==> config.mk <==
export PLATFORM = sky130hd
export DESIGN_NAME = cc_data_reorder_unit_p
export DESIGN_NICKNAME = d
export VERILOG_FILES = /design/src/rtl/cc_reorder_pkg.sv /design/src/rtl/cc_data_reorder_unit_p_serializer.sv /design/src/rtl/cc_fifo.sv /design/src/rtl/cc_data_reorder_unit_p.sv
export SDC_FILE = /design/constraint.sdc
export NUM_CORES = 2
export LEC_CHECK = 0
export ABC_AREA = 1
export BUFFER_PORTS_ARGS = -buffer_cell sky130_fd_sc_hd__buf_2
export CORE_MARGIN = 4
export CORE_UTILIZATION = 50
export CTS_CLUSTER_DIAMETER = 100
export DETAILED_ROUTE_END_ITERATION = 10
export PLACE_DENSITY = 0.7
export SYNTH_ARGS = -nofsm -noshare
export SYNTH_HDL_FRONTEND = slang
export SYNTH_SLANG_ARGS = --single-unit
==> constraint.sdc <==
create_clock -name clk -period 45.8 [get_ports clk]
set_input_delay 4.58 -clock clk [delete_from_list [all_inputs] [get_ports clk]]
set_output_delay 4.58 -clock clk [all_outputs]
set_load 0.02 [all_outputs]
==> src/rtl/cc_reorder_pkg.sv <==
// Shared types and default parameters for the CC read-return reorder unit.
package cc_reorder_pkg;

  typedef enum logic [1:0] {
    IDLE = 2'd0,
    MISS = 2'd1,
    HIT  = 2'd2
  } state_e;

  localparam int unsigned DEF_DATA_W      = 64;
  localparam int unsigned DEF_BEATS       = 8;
  localparam int unsigned DEF_FLAG_DEPTH  = 4;
  localparam int unsigned DEF_FLAG_AFULL  = 2;
  localparam int unsigned DEF_HDATA_DEPTH = 2;
  localparam int unsigned DEF_HDATA_AFULL = 1;

endpackage

==> src/rtl/cc_data_reorder_unit_p_serializer.sv <==
// Hit-line serializer: holds one cache line and emits its beats in
// critical-word-first wrap order starting from the requested beat.
module cc_line_serializer_wrap #(
  parameter  int unsigned DATA_W = 64,
  parameter  int unsigned BEATS  = 8,
  localparam int unsigned LINE_W = DATA_W * BEATS,
  localparam int unsigned OFF_W  = $clog2(DATA_W / 8 * BEATS),
  localparam int unsigned HD_W   = LINE_W + OFF_W,
  localparam int unsigned BIDX_W = $clog2(BEATS)
) (
  input  logic              clk,
  input  logic              rst_n,
  input  logic              load_en_i,
  input  logic              fifo_empty_i,
  input  logic [HD_W-1:0]   fifo_rdata_i,
  output logic              fifo_rden_o,
  input  logic              cnt_last_i,
  input  logic              rready_i,
  output logic              rvalid_o,
  output logic [DATA_W-1:0] rdata_o
);

  logic [LINE_W-1:0] line_q, line_d;
  logic [BIDX_W-1:0] idx_q, idx_d;
  logic              line_valid_q, line_valid_d;
  logic              hs, done;

  assign hs   = line_valid_q && rready_i;
  assign done = hs && cnt_last_i;

  // Loading is allowed while the FSM is (about to be) in HIT; a line can be
  // taken in the same cycle the previous burst or miss finishes, avoiding a bubble.
  assign fifo_rden_o = load_en_i && !fifo_empty_i && (!line_valid_q || done);

  // Line load, beat index advance (natural BIDX_W-bit wrap) and line release.
  always_comb begin
    line_d       = line_q;
    idx_d        = idx_q;
    line_valid_d = line_valid_q;
    if (fifo_rden_o) begin
      line_d       = fifo_rdata_i[LINE_W-1:0];
      idx_d        = fifo_rdata_i[HD_W-1 -: BIDX_W];
      line_valid_d = 1'b1;
    end else if (done) begin
      line_valid_d = 1'b0;
    end else if (hs) begin
      idx_d = idx_q + 1'b1;
    end
  end

  // Line holding registers.
  always_ff @(posedge clk) begin
    if (!rst_n) begin
      line_q       <= '0;
      idx_q        <= '0;
      line_valid_q <= 1'b0;
    end else begin
      line_q       <= line_d;
      idx_q        <= idx_d;
      line_valid_q <= line_valid_d;
    end
  end

  assign rvalid_o = line_valid_q;
  assign rdata_o  = line_valid_q ? line_q[idx_q*DATA_W +: DATA_W] : '0;

  // Byte-within-beat offset bits do not affect beat ordering.
  if (OFF_W > BIDX_W) begin : g_sub_beat
    logic unused_sub_beat_off;
    assign unused_sub_beat_off = ^fifo_rdata_i[HD_W-BIDX_W-1:LINE_W];
  end

endmodule

==> src/rtl/cc_fifo.sv <==
// Show-ahead synchronous FIFO used for the hit-flag and hit-data queues.
// afull_o is asserted when the occupancy reaches AFULL entries.
module CC_FIFO #(
  parameter  int unsigned WIDTH = 1,
  parameter  int unsigned DEPTH = 4,
  parameter  int unsigned AFULL = 2,
  localparam int unsigned PTR_W = (DEPTH > 1) ? $clog2(DEPTH) : 1,
  localparam int unsigned CNT_W = $clog2(DEPTH + 1)
) (
  input  logic             clk,
  input  logic             rst_n,
  input  logic             wren_i,
  input  logic [WIDTH-1:0] wdata_i,
  input  logic             rden_i,
  output logic [WIDTH-1:0] rdata_o,
  output logic             empty_o,
  output logic             afull_o
);

  logic [WIDTH-1:0] mem_q [DEPTH];
  logic [PTR_W-1:0] rd_ptr_q, rd_ptr_d;
  logic [PTR_W-1:0] wr_ptr_q, wr_ptr_d;
  logic [CNT_W-1:0] cnt_q, cnt_d;
  logic             do_push, do_pop;

  function automatic logic [PTR_W-1:0] ptr_inc(input logic [PTR_W-1:0] p);
    return (p == PTR_W'(DEPTH - 1)) ? '0 : p + 1'b1;
  endfunction

  // A push into a full FIFO is accepted only when a pop frees a slot that cycle.
  assign do_pop  = rden_i && (cnt_q != '0);
  assign do_push = wren_i && ((cnt_q != CNT_W'(DEPTH)) || do_pop);

  // Next-state pointers and occupancy.
  always_comb begin
    rd_ptr_d = do_pop  ? ptr_inc(rd_ptr_q) : rd_ptr_q;
    wr_ptr_d = do_push ? ptr_inc(wr_ptr_q) : wr_ptr_q;
    cnt_d    = cnt_q;
    case ({do_push, do_pop})
      2'b10:   cnt_d = cnt_q + 1'b1;
      2'b01:   cnt_d = cnt_q - 1'b1;
      default: cnt_d = cnt_q;
    endcase
  end

  // Pointer and occupancy registers, flushed by reset.
  always_ff @(posedge clk) begin
    if (!rst_n) begin
      rd_ptr_q <= '0;
      wr_ptr_q <= '0;
      cnt_q    <= '0;
    end else begin
      rd_ptr_q <= rd_ptr_d;
      wr_ptr_q <= wr_ptr_d;
      cnt_q    <= cnt_d;
    end
  end

  // Storage array; contents are don't-care while the FIFO is empty.
  always_ff @(posedge clk) begin
    if (do_push) mem_q[wr_ptr_q] <= wdata_i;
  end

  assign rdata_o = mem_q[rd_ptr_q];
  assign empty_o = (cnt_q == '0);
  assign afull_o = (cnt_q >= CNT_W'(AFULL));

endmodule

==> src/rtl/cc_data_reorder_unit_p.sv <==
// Read-return reorder unit: merges hit lines and memory miss bursts into a
// single in-order INCT R stream, steered by a per-request hit/miss flag FIFO.
module cc_data_reorder_unit_p
  import cc_reorder_pkg::*;
#(
  parameter  int unsigned DATA_W      = DEF_DATA_W,
  parameter  int unsigned BEATS       = DEF_BEATS,
  parameter  int unsigned FLAG_DEPTH  = DEF_FLAG_DEPTH,
  parameter  int unsigned FLAG_AFULL  = DEF_FLAG_AFULL,
  parameter  int unsigned HDATA_DEPTH = DEF_HDATA_DEPTH,
  parameter  int unsigned HDATA_AFULL = DEF_HDATA_AFULL,
  localparam int unsigned LINE_W      = DATA_W * BEATS,
  localparam int unsigned OFF_W       = $clog2(DATA_W / 8 * BEATS),
  localparam int unsigned HD_W        = LINE_W + OFF_W,
  localparam int unsigned BIDX_W      = $clog2(BEATS)
) (
  input  logic              clk,
  input  logic              rst_n,
  input  logic [DATA_W-1:0] mem_rdata_i,
  input  logic              mem_rlast_i,
  input  logic              mem_rvalid_i,
  output logic              mem_rready_o,
  output logic              hit_flag_fifo_afull_o,
  input  logic              hit_flag_fifo_wren_i,
  input  logic              hit_flag_fifo_wdata_i,
  output logic              hit_data_fifo_afull_o,
  input  logic              hit_data_fifo_wren_i,
  input  logic [HD_W-1:0]   hit_data_fifo_wdata_i,
  output logic [DATA_W-1:0] inct_rdata_o,
  output logic              inct_rlast_o,
  output logic              inct_rvalid_o,
  input  logic              inct_rready_i,
  output logic              err_o
);

  state_e            state_q, state_d;
  logic [BIDX_W-1:0] cnt_q, cnt_d;
  logic              err_q, err_d;
  logic              cnt_last, burst_done;

  logic              flag_empty, flag_rdata, flag_rden;
  logic              hd_empty, hd_rden;
  logic [HD_W-1:0]   hd_rdata;
  logic              ser_rvalid;
  logic [DATA_W-1:0] ser_rdata;

  assign cnt_last = (cnt_q == BIDX_W'(BEATS - 1));

  CC_FIFO #(
    .WIDTH(1),
    .DEPTH(FLAG_DEPTH),
    .AFULL(FLAG_AFULL)
  ) u_flag_fifo (
    .clk    (clk),
    .rst_n  (rst_n),
    .wren_i (hit_flag_fifo_wren_i),
    .wdata_i(hit_flag_fifo_wdata_i),
    .rden_i (flag_rden),
    .rdata_o(flag_rdata),
    .empty_o(flag_empty),
    .afull_o(hit_flag_fifo_afull_o)
  );

  CC_FIFO #(
    .WIDTH(HD_W),
    .DEPTH(HDATA_DEPTH),
    .AFULL(HDATA_AFULL)
  ) u_hdata_fifo (
    .clk    (clk),
    .rst_n  (rst_n),
    .wren_i (hit_data_fifo_wren_i),
    .wdata_i(hit_data_fifo_wdata_i),
    .rden_i (hd_rden),
    .rdata_o(hd_rdata),
    .empty_o(hd_empty),
    .afull_o(hit_data_fifo_afull_o)
  );

  cc_line_serializer_wrap #(
    .DATA_W(DATA_W),
    .BEATS (BEATS)
  ) u_ser (
    .clk         (clk),
    .rst_n       (rst_n),
    .load_en_i   (state_d == HIT),
    .fifo_empty_i(hd_empty),
    .fifo_rdata_i(hd_rdata),
    .fifo_rden_o (hd_rden),
    .cnt_last_i  (cnt_last),
    .rready_i    (inct_rready_i),
    .rvalid_o    (ser_rvalid),
    .rdata_o     (ser_rdata)
  );

  // Next-state, beat counting, rlast check and R-channel steering.
  always_comb begin
    state_d       = state_q;
    cnt_d         = cnt_q;
    err_d         = err_q;
    flag_rden     = 1'b0;
    burst_done    = 1'b0;
    mem_rready_o  = 1'b0;
    inct_rvalid_o = 1'b0;
    inct_rlast_o  = 1'b0;
    inct_rdata_o  = '0;
    case (state_q)
      IDLE: ;
      MISS: begin
        inct_rvalid_o = mem_rvalid_i;
        mem_rready_o  = inct_rready_i;
        inct_rdata_o  = mem_rdata_i;
        inct_rlast_o  = cnt_last;
        if (mem_rvalid_i && inct_rready_i) begin
          cnt_d      = cnt_q + 1'b1;
          burst_done = cnt_last;
          if (mem_rlast_i != cnt_last) err_d = 1'b1;
        end
      end
      HIT: begin
        inct_rvalid_o = ser_rvalid;
        inct_rdata_o  = ser_rdata;
        inct_rlast_o  = ser_rvalid && cnt_last;
        if (ser_rvalid && inct_rready_i) begin
          cnt_d      = cnt_q + 1'b1;
          burst_done = cnt_last;
        end
      end
      default: state_d = IDLE;
    endcase
    // The next flag is consumed in IDLE or on the last beat, so bursts chain without a gap.
    if ((state_q == IDLE) || burst_done) begin
      if (!flag_empty) begin
        flag_rden = 1'b1;
        state_d   = flag_rdata ? HIT : MISS;
        cnt_d     = '0;
      end else if (burst_done) begin
        state_d = IDLE;
        cnt_d   = '0;
      end
    end
  end

  // FSM, beat counter and sticky error registers.
  always_ff @(posedge clk) begin
    if (!rst_n) begin
      state_q <= IDLE;
      cnt_q   <= '0;
      err_q   <= 1'b0;
    end else begin
      state_q <= state_d;
      cnt_q   <= cnt_d;
      err_q   <= err_d;
    end
  end

  assign err_o = err_q;

endmodule

==> summary.md <==
| Metric | Value |
|---|---|
| Outcome | finished, final reports clean |
| Worst Path Arrival | 10.41 ns |
| Origin of the critical flop-to-flop path | state_q[0]$_SDFF_PN0_ |
| Clock Path Buffers | 3 |
| GRT Util Overall | 0.284 |
| EDFF count, synth | 1034 |
| Largest net degree at the start of global routing | 201 |
| Hold Path Class | reg2reg |
| Layout cells sized above 1 | 0.165 |
| CP required | 46.18 ns |
| Unrepaired setup endpoints after global routing | no |
| Net Count, Synth | 5782 |
| Vias in the first global route | around 40000 |
| CTS root buf | clkbuf_16 |
| DRC | 0 |
| CP Capture Type | flip-flop |
| Count of cell types in the netlist | 34 |
| H-tree levels | 4 |
| Hold_sp | u_hdata_fifo.rd_ptr_q$_SDFFE_PN0P_ |
| Dominant synthesized flop cell | edfxtp_1 |
| Hold path cells | 1 |
| Buf+Inv Stages, Crit Path | 5 |
| Post-cts gate resize count | 0 |
| DIE WIDTH | 351 um |
| Core area | about 120000 sq um |
| Total grt overflow | 0 |
| Cell count after synthesis | 5177 |
| Starting Density | 0.505 |
| Peak VDD IR | 54.0 uV |
| First-pass GRT wire length | 257000 um |
| Iter 0 DRT Violations | 4682 |
| Worst r2r path cells | 16 |
| Pins over their slew limit | 0 |
| Wire per inst | 24.5 um |
| Reg2reg end | u_hdata_fifo.mem_q[0][469]$_DFFE_PP_ |
| Syn avg cell area | 11.4 sq um |
| Final setup viols | 0 |
| Finished Layout Cells | 7347 |
| Row count | 125 |
| I/O pin cnt | between 600 and 700 |
| MaxCap Viol Count | 0 |
| Area leader, netlist | edfxtp_1 |
| Ranking of synthesized cells by area | edfxtp_1 (53%), dfxtp_1 (18%), nand2_1 (7.2%) |
| Clk slew on worst S/H paths | 0.06 ns |
| Max stage delay on crit path | 0.98 ns |
| Vias per inst | ~5.8 |
| Worst-Margin Slew | roughly 1.3 ns |
| Fin. Hold Viols | 0 |
| Fmax | 0.0997 GHz |
| Routed wire length | 180000 um |
| Antenna-violating nets left | 0 |
| IO Port Bufs | 656 |
| Initial antenna violation count | 97 |
| Hold_buf cts | 0 |
| CP top delay family | buffers and inverters |
| YS warnings | 0 |
| Area grow syn2layout | 15.6% |
| PwrDens | 67.8 nW/um^2 |
| Post-Syn Area | around 59000 sq um |
| Setup TNS | 0 ns |
| CTS tree | done |
| Cell leakage power | 25.0 nW |
| Sink Count | 1570 |
| Post-Place Cells | about 7000 |
| Die area | 123000 sq um |
| Synth top area share | 0.528 |
| Setup Skew | between 0.03 and 0.04 ns |
| Total number of vias | 42669 |
| Worst-path cell chain | buf_2 -> nand2_1 -> nand2_1 -> nand3_1 -> nand2_1 -> nand2_2 -> nand2_1 -> nand3_2 -> nor2_8 -> o21ai_0 -> nor2_4 -> buf_4 -> buf_4 -> buf_4 -> buf_4 |
| Seq/Total Area, Yosys | 0.710 |
| CTS Buf Count | between 150 and 200 |
| Fraction of registers with async set/reset | 0 |
| Drt first pass iters | 6 |
| Part of the cycle the worst path needs | 0.219 |
| Post-CTS setup buffers | 0 |
| Latest clock arrival within the worst-skew pair | between 0.7 and 0.8 ns |
| Worst R2R Setup Slack | between 30 and 40 ns |
| CP Class | in2reg |
| CP startpoint kind | input pin |
| Slowest CP cell | buf_4 |
| Fin nets | 6234 |
| Top fanout value on the critical path | 79 |
| Final Wtd Congestion | 0.831 |
| Relative slew slack | 0.161 |
| Min cycle time layout | 10.03 ns |
| Die Span Y | 351 um |
| Post-synthesis register bit count | 1570 |
| Dpl hpwl | between 100000 and 150000 um |
-- cell usage after synthesis (2+ instances only) --
cell and number:
a21oi_1 78, a31oi_1 513, buf_1 17, buf_2 39
buf_4 74, buf_6 6, clkbuf_1 275, dfxtp_1 536
edfxtp_1 1034, ha_1 14, inv_1 38, inv_2 2
nand2_1 1132, nand3_1 77, nand4_1 65, nor2_1 418
o21ai_0 625, o21ai_1 155, o221ai_1 64
-- routing by layer --
layer,GRT usage,up-vias,share of wire
li1,-,19680,-
met1,0.377,20636,0.40
met4,0.125,46,0.039
met5,0,-,0.0018
met3,0.0810,364,0.099
met2,0.437,1943,0.46
-- cell families (layout without fill, tap and decap cells) --
logic type                 count (synthesis)  count (layout)  synth area share
other                                      0              57                 0
AOI/OAI and AO/OA                       1440            1440             0.138
and+or+nand+nor                         1697            1697             0.113
DFF                                     1570            1570             0.710
adders and majority gates                 15              15           0.00332
buffers and inverters                    452            1041            0.0352
muxes                                      1               1          0.000191
xor gates and xnor gates                   2               2          0.000298
-- cell usage in the layout (no fill, tap or decap), drive strengths merged, types with 65 or more instances in the layout --
cell	instances
buf	703
nand4	65
a21oi	78
nand3	78
nor2	419
a31oi	513
dfxtp	536
edfxtp	1034
o21ai	780
clkbuf	233
nand2	1133
-- flip-flops by register name, indices dropped and copies added (netlist names), 2 cells and up, named ones only --
signal	cells
cnt_q	3
u_flag_fifo.rd_ptr_q	2
u_ser.line_q	512
u_flag_fifo.cnt_q	3
u_ser.idx_q	3
u_hdata_fifo.cnt_q	2
u_flag_fifo.wr_ptr_q	2
u_flag_fifo.mem_q	4
u_hdata_fifo.mem_q	1030
state_q	2
-- stage by stage --
| step | total power [mW] | instance area (sq um) | util | hold WS (ns) | worst slack [ns] |
|---|---|---|---|---|---|
| floorplan | 3.03 | 58800 | - | 0.425 | 17.60 |
| global placement | 3.30 | 62600 | 0.537 | 0.423 | 35.13 |
| detailed placement | 3.34 | 62600 | 0.537 | 0.437 | 35.08 |
| CTS | 4.63 | 67900 | 0.583 | 0.448 | 35.81 |
| global route | 4.86 | 68000 | 0.583 | 0.501 | 35.43 |
| finish | 4.61 | 68000 | 0.584 | 0.450 | 35.77 |
-- power breakdown --
group          switching (mW)  internal [mW]  total [mW]
clock                   0.547          0.745        1.29
combinational           0.976          0.339        1.31
sequential              0.148           1.86        2.00
-- cell type report --
type / instances / area, sq um
timing repair buffer: 703 / 3720
clock inverter: 65 / 734
sequential: 1570 / 41800
inverter: 40 / 171
tap: 1524 / 1910
multi-input combinational: 3155 / 15000
clock buffer: 233 / 4540
fill: 9419 / 48500
antenna: 57 / 143
-- worst max-delay path by stage --
stage,depth (start not counted),to,slack (ns),startpoint
6_report,15,u_hdata_fifo.mem_q[0][469]$_DFFE_PP_,35.77,inct_rready_i
2_1_floorplan,10,u_hdata_fifo.mem_q[0][0]$_DFFE_PP_,17.60,inct_rready_i
5_1_grt,15,u_hdata_fifo.mem_q[0][469]$_DFFE_PP_,35.43,inct_rready_i
3_5_place_dp,15,u_hdata_fifo.mem_q[0][403]$_DFFE_PP_,35.08,inct_rready_i
3_3_place_gp,15,u_hdata_fifo.mem_q[0][403]$_DFFE_PP_,35.13,inct_rready_i
4_1_cts,4,inct_rdata_o[54],35.81,mem_rdata_i[54]
(Power assumes the default switching activity.)
